<file path="src/rtl/regfile_pkg.sv">
// ============================================================================
// Module   : regfile_pkg
// Brief    : Shared register-file sizing and writeback arbiter state encoding.
// Revision : 1.0
// ============================================================================
`default_nettype none

package regfile_pkg;

  localparam int XLEN       = 32;
  localparam int NUM_REGS   = 32;
  localparam int REG_ADDR_W = 5;

  typedef enum logic [0:0] {
    PRIO_MEM = 1'b0,
    PRIO_ALU = 1'b1
  } arb_state_e;

endpackage : regfile_pkg

`default_nettype wire

</file>
<file path="src/rtl/regfile_scoreboard.sv">
// ============================================================================
// Module   : regfile_scoreboard
// Brief    : Pending-write bit per register; a set and a clear on the same
//            register in one cycle leaves the bit set. x0 never reads busy.
// Revision : 1.0
// ============================================================================
`default_nettype none

module regfile_scoreboard #(
  parameter int NUM_REGS = 32,
  parameter int ADDR_W   = 5
) (
  input  logic                clock,
  input  logic                reset,
  input  logic                set_en,
  input  logic [ADDR_W-1:0]   set_idx,
  input  logic                clr_en,
  input  logic [ADDR_W-1:0]   clr_idx,
  output logic [NUM_REGS-1:0] busy
);

  logic [NUM_REGS-1:0] r_busy;

  always_ff @(posedge clock) begin
    if (reset) begin
      r_busy <= '0;
    end else begin
      for (int i = 1; i < NUM_REGS; i++) begin
        if (set_en && (set_idx == ADDR_W'(i))) begin
          r_busy[i] <= 1'b1;
        end else if (clr_en && (clr_idx == ADDR_W'(i))) begin
          r_busy[i] <= 1'b0;
        end
      end
      r_busy[0] <= 1'b0;
    end
  end

  assign busy = r_busy;

endmodule : regfile_scoreboard

`default_nettype wire

</file>
<file path="src/rtl/writeback_arbiter.sv">
// ============================================================================
// Module   : writeback_arbiter
// Brief    : Shares the register file write port between the ALU and load
//            paths (load priority, ALU starvation guard) and tracks pending
//            writes for RAW hazard stalls.
// Revision : 1.0
// ============================================================================
`default_nettype none

module writeback_arbiter #(
  parameter int XLEN         = regfile_pkg::XLEN,
  parameter int NUM_REGS     = regfile_pkg::NUM_REGS,
  parameter int STARVE_LIMIT = 4
) (
  input  logic                              clock,
  input  logic                              reset,
  input  logic                              alu_valid,
  output logic                              alu_ready,
  input  logic [regfile_pkg::REG_ADDR_W-1:0] alu_rd,
  input  logic [XLEN-1:0]                   alu_data,
  input  logic                              mem_valid,
  output logic                              mem_ready,
  input  logic [regfile_pkg::REG_ADDR_W-1:0] mem_rd,
  input  logic [XLEN-1:0]                   mem_data,
  input  logic                              issue_valid,
  input  logic [regfile_pkg::REG_ADDR_W-1:0] issue_rd,
  output logic                              regwrite,
  output logic [regfile_pkg::REG_ADDR_W-1:0] write_reg,
  output logic [XLEN-1:0]                   write_data,
  output logic [NUM_REGS-1:0]               busy
);

  import regfile_pkg::*;

  localparam int CNT_W = $clog2(STARVE_LIMIT + 1);
  // Counter value whose increment would hit the limit: hand priority to the ALU.
  localparam logic [CNT_W-1:0] c_starve_last = CNT_W'(STARVE_LIMIT - 1);

  arb_state_e            r_state;
  arb_state_e            w_state_next;
  logic [CNT_W-1:0]      r_starve_cnt;
  logic [CNT_W-1:0]      w_starve_cnt_next;
  logic                  w_alu_grant;
  logic                  w_mem_grant;

  logic                  r_regwrite;
  logic [REG_ADDR_W-1:0] r_write_reg;
  logic [XLEN-1:0]       r_write_data;

  always_ff @(posedge clock) begin
    if (reset) begin
      r_state      <= PRIO_MEM;
      r_starve_cnt <= '0;
    end else begin
      r_state      <= w_state_next;
      r_starve_cnt <= w_starve_cnt_next;
    end
  end

  always_comb begin
    w_state_next      = r_state;
    w_starve_cnt_next = r_starve_cnt;
    case (r_state)
      PRIO_MEM: begin
        if (mem_valid && alu_valid) begin
          if (r_starve_cnt >= c_starve_last) begin
            w_state_next      = PRIO_ALU;
            w_starve_cnt_next = '0;
          end else begin
            w_starve_cnt_next = r_starve_cnt + 1'b1;
          end
        end else if (alu_valid) begin
          w_starve_cnt_next = '0;
        end
      end
      PRIO_ALU: begin
        // Either the ALU wins now or it has stopped asking; both end the boost.
        w_state_next      = PRIO_MEM;
        w_starve_cnt_next = '0;
      end
      default: begin
        w_state_next      = PRIO_MEM;
        w_starve_cnt_next = '0;
      end
    endcase
  end

  always_comb begin
    w_alu_grant = 1'b0;
    w_mem_grant = 1'b0;
    if (!reset) begin
      case (r_state)
        PRIO_ALU: begin
          if (alu_valid)      w_alu_grant = 1'b1;
          else if (mem_valid) w_mem_grant = 1'b1;
        end
        default: begin
          if (mem_valid)      w_mem_grant = 1'b1;
          else if (alu_valid) w_alu_grant = 1'b1;
        end
      endcase
    end
  end

  assign alu_ready = w_alu_grant;
  assign mem_ready = w_mem_grant;

  // Writes to x0 complete the handshake but never reach the port.
  always_ff @(posedge clock) begin
    if (reset) begin
      r_regwrite   <= 1'b0;
      r_write_reg  <= '0;
      r_write_data <= '0;
    end else begin
      r_regwrite <= 1'b0;
      if (w_alu_grant && (alu_rd != '0)) begin
        r_regwrite   <= 1'b1;
        r_write_reg  <= alu_rd;
        r_write_data <= alu_data;
      end else if (w_mem_grant && (mem_rd != '0)) begin
        r_regwrite   <= 1'b1;
        r_write_reg  <= mem_rd;
        r_write_data <= mem_data;
      end
    end
  end

  assign regwrite   = r_regwrite;
  assign write_reg  = r_write_reg;
  assign write_data = r_write_data;

  regfile_scoreboard #(
    .NUM_REGS (NUM_REGS),
    .ADDR_W   (REG_ADDR_W)
  ) u_scoreboard (
    .clock   (clock),
    .reset   (reset),
    .set_en  (issue_valid && (issue_rd != '0)),
    .set_idx (issue_rd),
    .clr_en  (r_regwrite),
    .clr_idx (r_write_reg),
    .busy    (busy)
  );

endmodule : writeback_arbiter

`default_nettype wire
</file>
<file path="config.mk">
export PLATFORM = sky130hd
export DESIGN_NAME = writeback_arbiter
export DESIGN_NICKNAME = d
export VERILOG_FILES = /design/src/rtl/regfile_pkg.sv /design/src/rtl/regfile_scoreboard.sv /design/src/rtl/writeback_arbiter.sv
export SDC_FILE = /design/constraint.sdc
export NUM_CORES = 1
export LEC_CHECK = 0
export ABC_CLOCK_PERIOD_IN_PS = 4900
export BUFFER_PORTS_ARGS = -buffer_cell sky130_fd_sc_hd__clkbuf_2
export CAP_MARGIN = 40
export CORE_MARGIN = 2
export CORE_UTILIZATION = 50
export CTS_CLUSTER_SIZE = 14
export DETAILED_ROUTE_END_ITERATION = 16
export PLACE_DENSITY_LB_ADDON = 0.15
export SYNTH_ARGS = -nofsm -noshare
export SYNTH_HDL_FRONTEND = slang
export SYNTH_HIERARCHICAL = 1
export SYNTH_SLANG_ARGS = --single-unit
</file>
<file path="constraint.sdc">
create_clock -name clock -period 4.9 [get_ports clock]
set_input_delay 0.98 -clock clock [delete_from_list [all_inputs] [get_ports clock]]
set_output_delay 0.98 -clock clock [all_outputs]
set_load 0.02 [all_outputs]
</file>
After elaboration in Yosys (flattened, before gate mapping)
Index checks and enable logic that the tools add are counted.

cells by class
  add/subtract/negate cells = 1
  reductions and logical operators = 101
  bitwise logic cells = 1
  eq/ne operators = 63
  multiplexer cells = 83
  $lt $le $gt $ge = 1

operators by type and width
  operator                                                                              number
  5-bit equality test (second input constant)                                           32
  5-bit by 4-bit equality test with 1-bit output (second input constant)                16
  1-bit two-way mux                                                                     74
  1-bit logical AND                                                                     66
  32-bit two-way mux                                                                    2
  2-bit nonzero test                                                                    32
  5-bit by 3-bit equality test with 1-bit output (second input constant)                8
  5-bit by 2-bit equality test with 1-bit output (second input constant)                4
  5-bit nonzero test                                                                    3
  5-bit by 1-bit equality test with 1-bit output (second input constant)                2
  5-bit two-way mux                                                                     2
  3-bit two-way mux                                                                     3
  3-bit one-hot mux with 2 select lines                                                 1
  3-bit by 1-bit adder with 3-bit output (second input constant)                        1
  3-bit by 2-bit greater-or-equal comparator with 1-bit output (second input constant)  1
  3-bit inequality test (second input constant)                                         1
  1-bit one-hot mux with 2 select lines                                                 1
  1-bit inverter                                                                        1

storage, ports and cells
  input port bits = 84
  register bits after elaboration = 74
  logic and storage cells = 287
  output and inout bits = 72

Longest topological paths before layout
  word-level depth = 7
  mapped depth = 7
  mapped depth without buffers = 6

Modules after synthesis
The synthesis kept the hierarchy.

by module, submodules not included
  module              instances  area an instance (sq um)  sequential area each (sq um)  cells an instance
  writeback_arbiter   1          1968.1                    840.8                         239
  regfile_scoreboard  1          1395.1                    620.6                         162

Least setup slack after synthesis
OpenSTA, ideal clock, no wires.

  kind = input to output
  start point = input reset
  end point = output mem_ready
  arrival = 1.692 ns
  data required time = 3.920 ns
  slack = 2.228 ns
  cell stages on the path = 4
  buffers on the path = 2
  cells stage by stage = clkbuf_1 nor2b_1 and2_1 clkbuf_1

on the way
  longest elaborated chain between the ends = 1

RTL lines
  item                RTL line                 text
  start: declaration  writeback_arbiter.sv:16  input logic reset,
  1-bit two-way mux   writeback_arbiter.sv:91  if (!reset) begin
  end: declaration    writeback_arbiter.sv:22  output logic mem_ready,

Every way passes these cells.

Worst setup path in the final report
Ends and elaborated chain as after synthesis.

==> flow_summary.toml <==
[floorplanning]
die_h_um = 86.0
fp-row-count = 29
boundaryPins = 156
die_w_um = 86.0
coreArea_um2 = 6420
initial_core_util_pct = 52.4
die-area_um2 = 7400

[timing]
rsz0062_at_grt = "false"
finalSetupViolations = 0
finClkSkew_ns = 0.00917
hold_violations = 0
fin_crit_sh_pct = 57.6
worst_pin_slew_ns = 0.787
period_minus_slack_ns = 2.82
slew_viol_final = 0
max_freq_ghz = 0.355
setup_tns_ns = 0
max_slew_margin_pct = 47.5

[critical_path]
path_cells = "clkbuf_2 -> nor2b_1 -> and2_1 -> clkbuf_2"
worstPathRequired_ns = 3.92
crit_slowest_cell = "and2_1"
r2r_slack_ns = 3.19
cp.arrival_ns = 1.84
r2r-end = "write_data[10]$_SDFFE_PP0P_"
r2r_start = "r_state$_SDFF_PP0_"
reg2reg_depth = 5
cp-start-kind = "input pin"
cp_max_fo = 9
crit_path_end_kind = "primary output"
crit_start = "reset"
slowest_delay_ns = 0.27
cp_common_cell = "clkbuf_2"
worstSetupPathType = "input pin to primary output"

[final_layout]
drive_gt1_share_pct = 34.4
diodes = 0
area_growth_syn_to_layout_pct = 30.3
largest_reg_flops = 32
fill_cells = 547
finalNetCount = 631

[synth]
synth_top_family_by_area = "compound AO/OA/AOI/OAI gates"
synth_adder_area_share_pct = 0.744
syn_inst = 401
synth_ff_type = "dfxtp_1"
yosysSeqAreaShare_pct = 43.5
synth.cell_area_um2 = 3360
synth.area.mux_share_pct = 0.298
synthXorXnorAreaFrac_pct = 0
synth-seq-cells = 73
yosys.area_share.simple_pct = 24.6
synth_area_leader_cell = "dfxtp_1"
synth_area_leaders = "dfxtp_1 43%, nor2b_1 6.3%, o21ai_1 6.3%"
yosysTopAreaCellShare_pct = 43.5
async_flop_share_pct = 0
yosysUniqueCellTypes = 44
synth-compound-area-share_pct = 25.9
synth_area_per_cell_um2 = 8.39
synth_edf_count = 0
ys_warn_count = 6
synth_nets = 487

[pwr]
peakVddDrop_v = 0.000217
leakagePower_nw = 1.91
power_frac_comb_pct = 14.8
pwr-share-seq_pct = 44.9
switching_share_pct = 26.1
power.internal_mw = 1.05
p_switching_uw = 372
p_clk_share_pct = 40.3
powerDensity_nw_per_um2 = 325
p_total_mw = 1.43

[grt]
grt_first_pass_wirelength_mm = 15.3
grtUsageTotal_pct = 25.9
overflow = 0
grt_start_max_net_pins = 75
antenna_found_initial = 0
grt_pass1_vias = 3259

[clock_network]
cts_tree = "built"
cts_buffers = 9
clk-insertion-delay-late_ns = 0.35
clock_sinks = 73
htreeDepth = 3
cts_resized = 0
root_buffer = "clkbuf_8"
post_cts.repair.setup_buffers = 0
hold_buffers = 0
path_clk_slew_ns = 0.07
clock_path_buffers = 2

[placed_design]
dpl.hpwl_mm = 6.92
globalplace.congestion = 0.839
port_buffers = 154

[status]
status = "complete, no violations"

[detailed_routing]
drtIter0Drc = 247
drc = 0
via_per_inst = 5.56
drtPass1Iterations = 4
via_count = 3486
ant_nets = 0
wirelength_mm = 9.56
avgRoutedWirePerCell_um = 15.3

[worst_hold_path]
hold_class = "register to register"
hp-start = "write_data[29]$_SDFFE_PP0P_"
worstHoldEndpoint = "write_data[29]$_SDFFE_PP0P_"
whs_path_depth = 2

[run]
maxCapViolations = 0
[worst max-delay path, delay by kind of cell]
kind                   cells  cell delay [ns]
buffers and inverters      2             0.38
and+or+nand+nor            2             0.48
[worst max path at each step]
stage and to:
2_1_floorplan mem_ready, 3_3_place_gp write_data[29]$_SDFFE_PP0P_, 3_5_place_dp write_data[29]$_SDFFE_PP0P_, 4_1_cts mem_ready, 5_1_grt mem_ready, 6_report mem_ready
[power by group through the flow]
stage	sequential (mW)	clock (mW)	combinational (mW)
after floorplan	0.682	0	0.0949
after global placement	0.653	0	0.204
after detailed placement	0.653	0	0.210
after CTS	0.640	0.579	0.211
after global routing	0.643	0.612	0.230
final	0.640	0.575	0.211
[cells by family after synthesis]
kind of cell / count (synthesis)
simple gates: 157
compound gates: 139
flops: 73
buf+inv: 28
fa+ha+maj: 2
mux: 1
other cells: 1
[layer usage]
layer	GRT usage [%]	vias up	routed length [um]
met4	13.4	0	269
met5	0	-	0
met3	6.26	24	663
met2	41.4	149	4590
li1	-	1714	-
met1	32.3	1599	4040
[through the flow]
step	setup WS (ns)	cell area, um2	util [%]	hold WS, ns	cells
6_report	2.08	4380	68.2	0.496	627
3_3_place_gp	1.90	4100	63.8	0.471	609
4_1_cts	2.09	4380	68.2	0.499	627
5_1_grt	2.02	4380	68.2	0.524	627
3_5_place_dp	1.83	4140	64.4	0.488	611
2_1_floorplan	2.23	3360	-	0.489	401
[layout make-up]
cell class	count	area [um2]	share of cell area [%]
Multi-Input combinational cell	300	1740	39.7
Sequential cell	73	1460	33.3
Timing Repair Buffer	159	836	19.1
Clock buffer	11	141	3.23
Clock inverter	5	103	2.34
Tap cell	77	96.3	2.20
Inverter	2	7.51	0.171
[layout by cell type, fill, tap and decap left out, types with 4 or more instances in the layout]
cell type / n
a211oi_1: 22
dfxtp_1: 73
nor2b_1: 34
a21oi_1: 33
nand3b_1: 4
clkbuf_2: 154
o21ai_1: 42
nor2_1: 44
nand4b_1: 5
o21ai_0: 20
clkbuf_8: 10
nor3_1: 4
nand2_1: 38
a211oi_2: 10
[cells in the mapped netlist (3+ instances only)]
master	n
nand4bb_1	3
a22oi_1	3
a21oi_1	33
a211oi_2	10
nor3_1	4
clkbuf_1	11
nand3_1	3
dfxtp_1	73
or3b_1	3
buf_6	4
o21ai_0	20
nand2_1	38
or3_1	3
nor2_1	44
buf_4	6
a221oi_1	3
buf_2	5
nand3b_1	4
a211oi_1	22
nand4b_1	5
o21ai_1	42
nor2b_1	34
nand2b_1	3
Power figures use the tool's default switching activity.
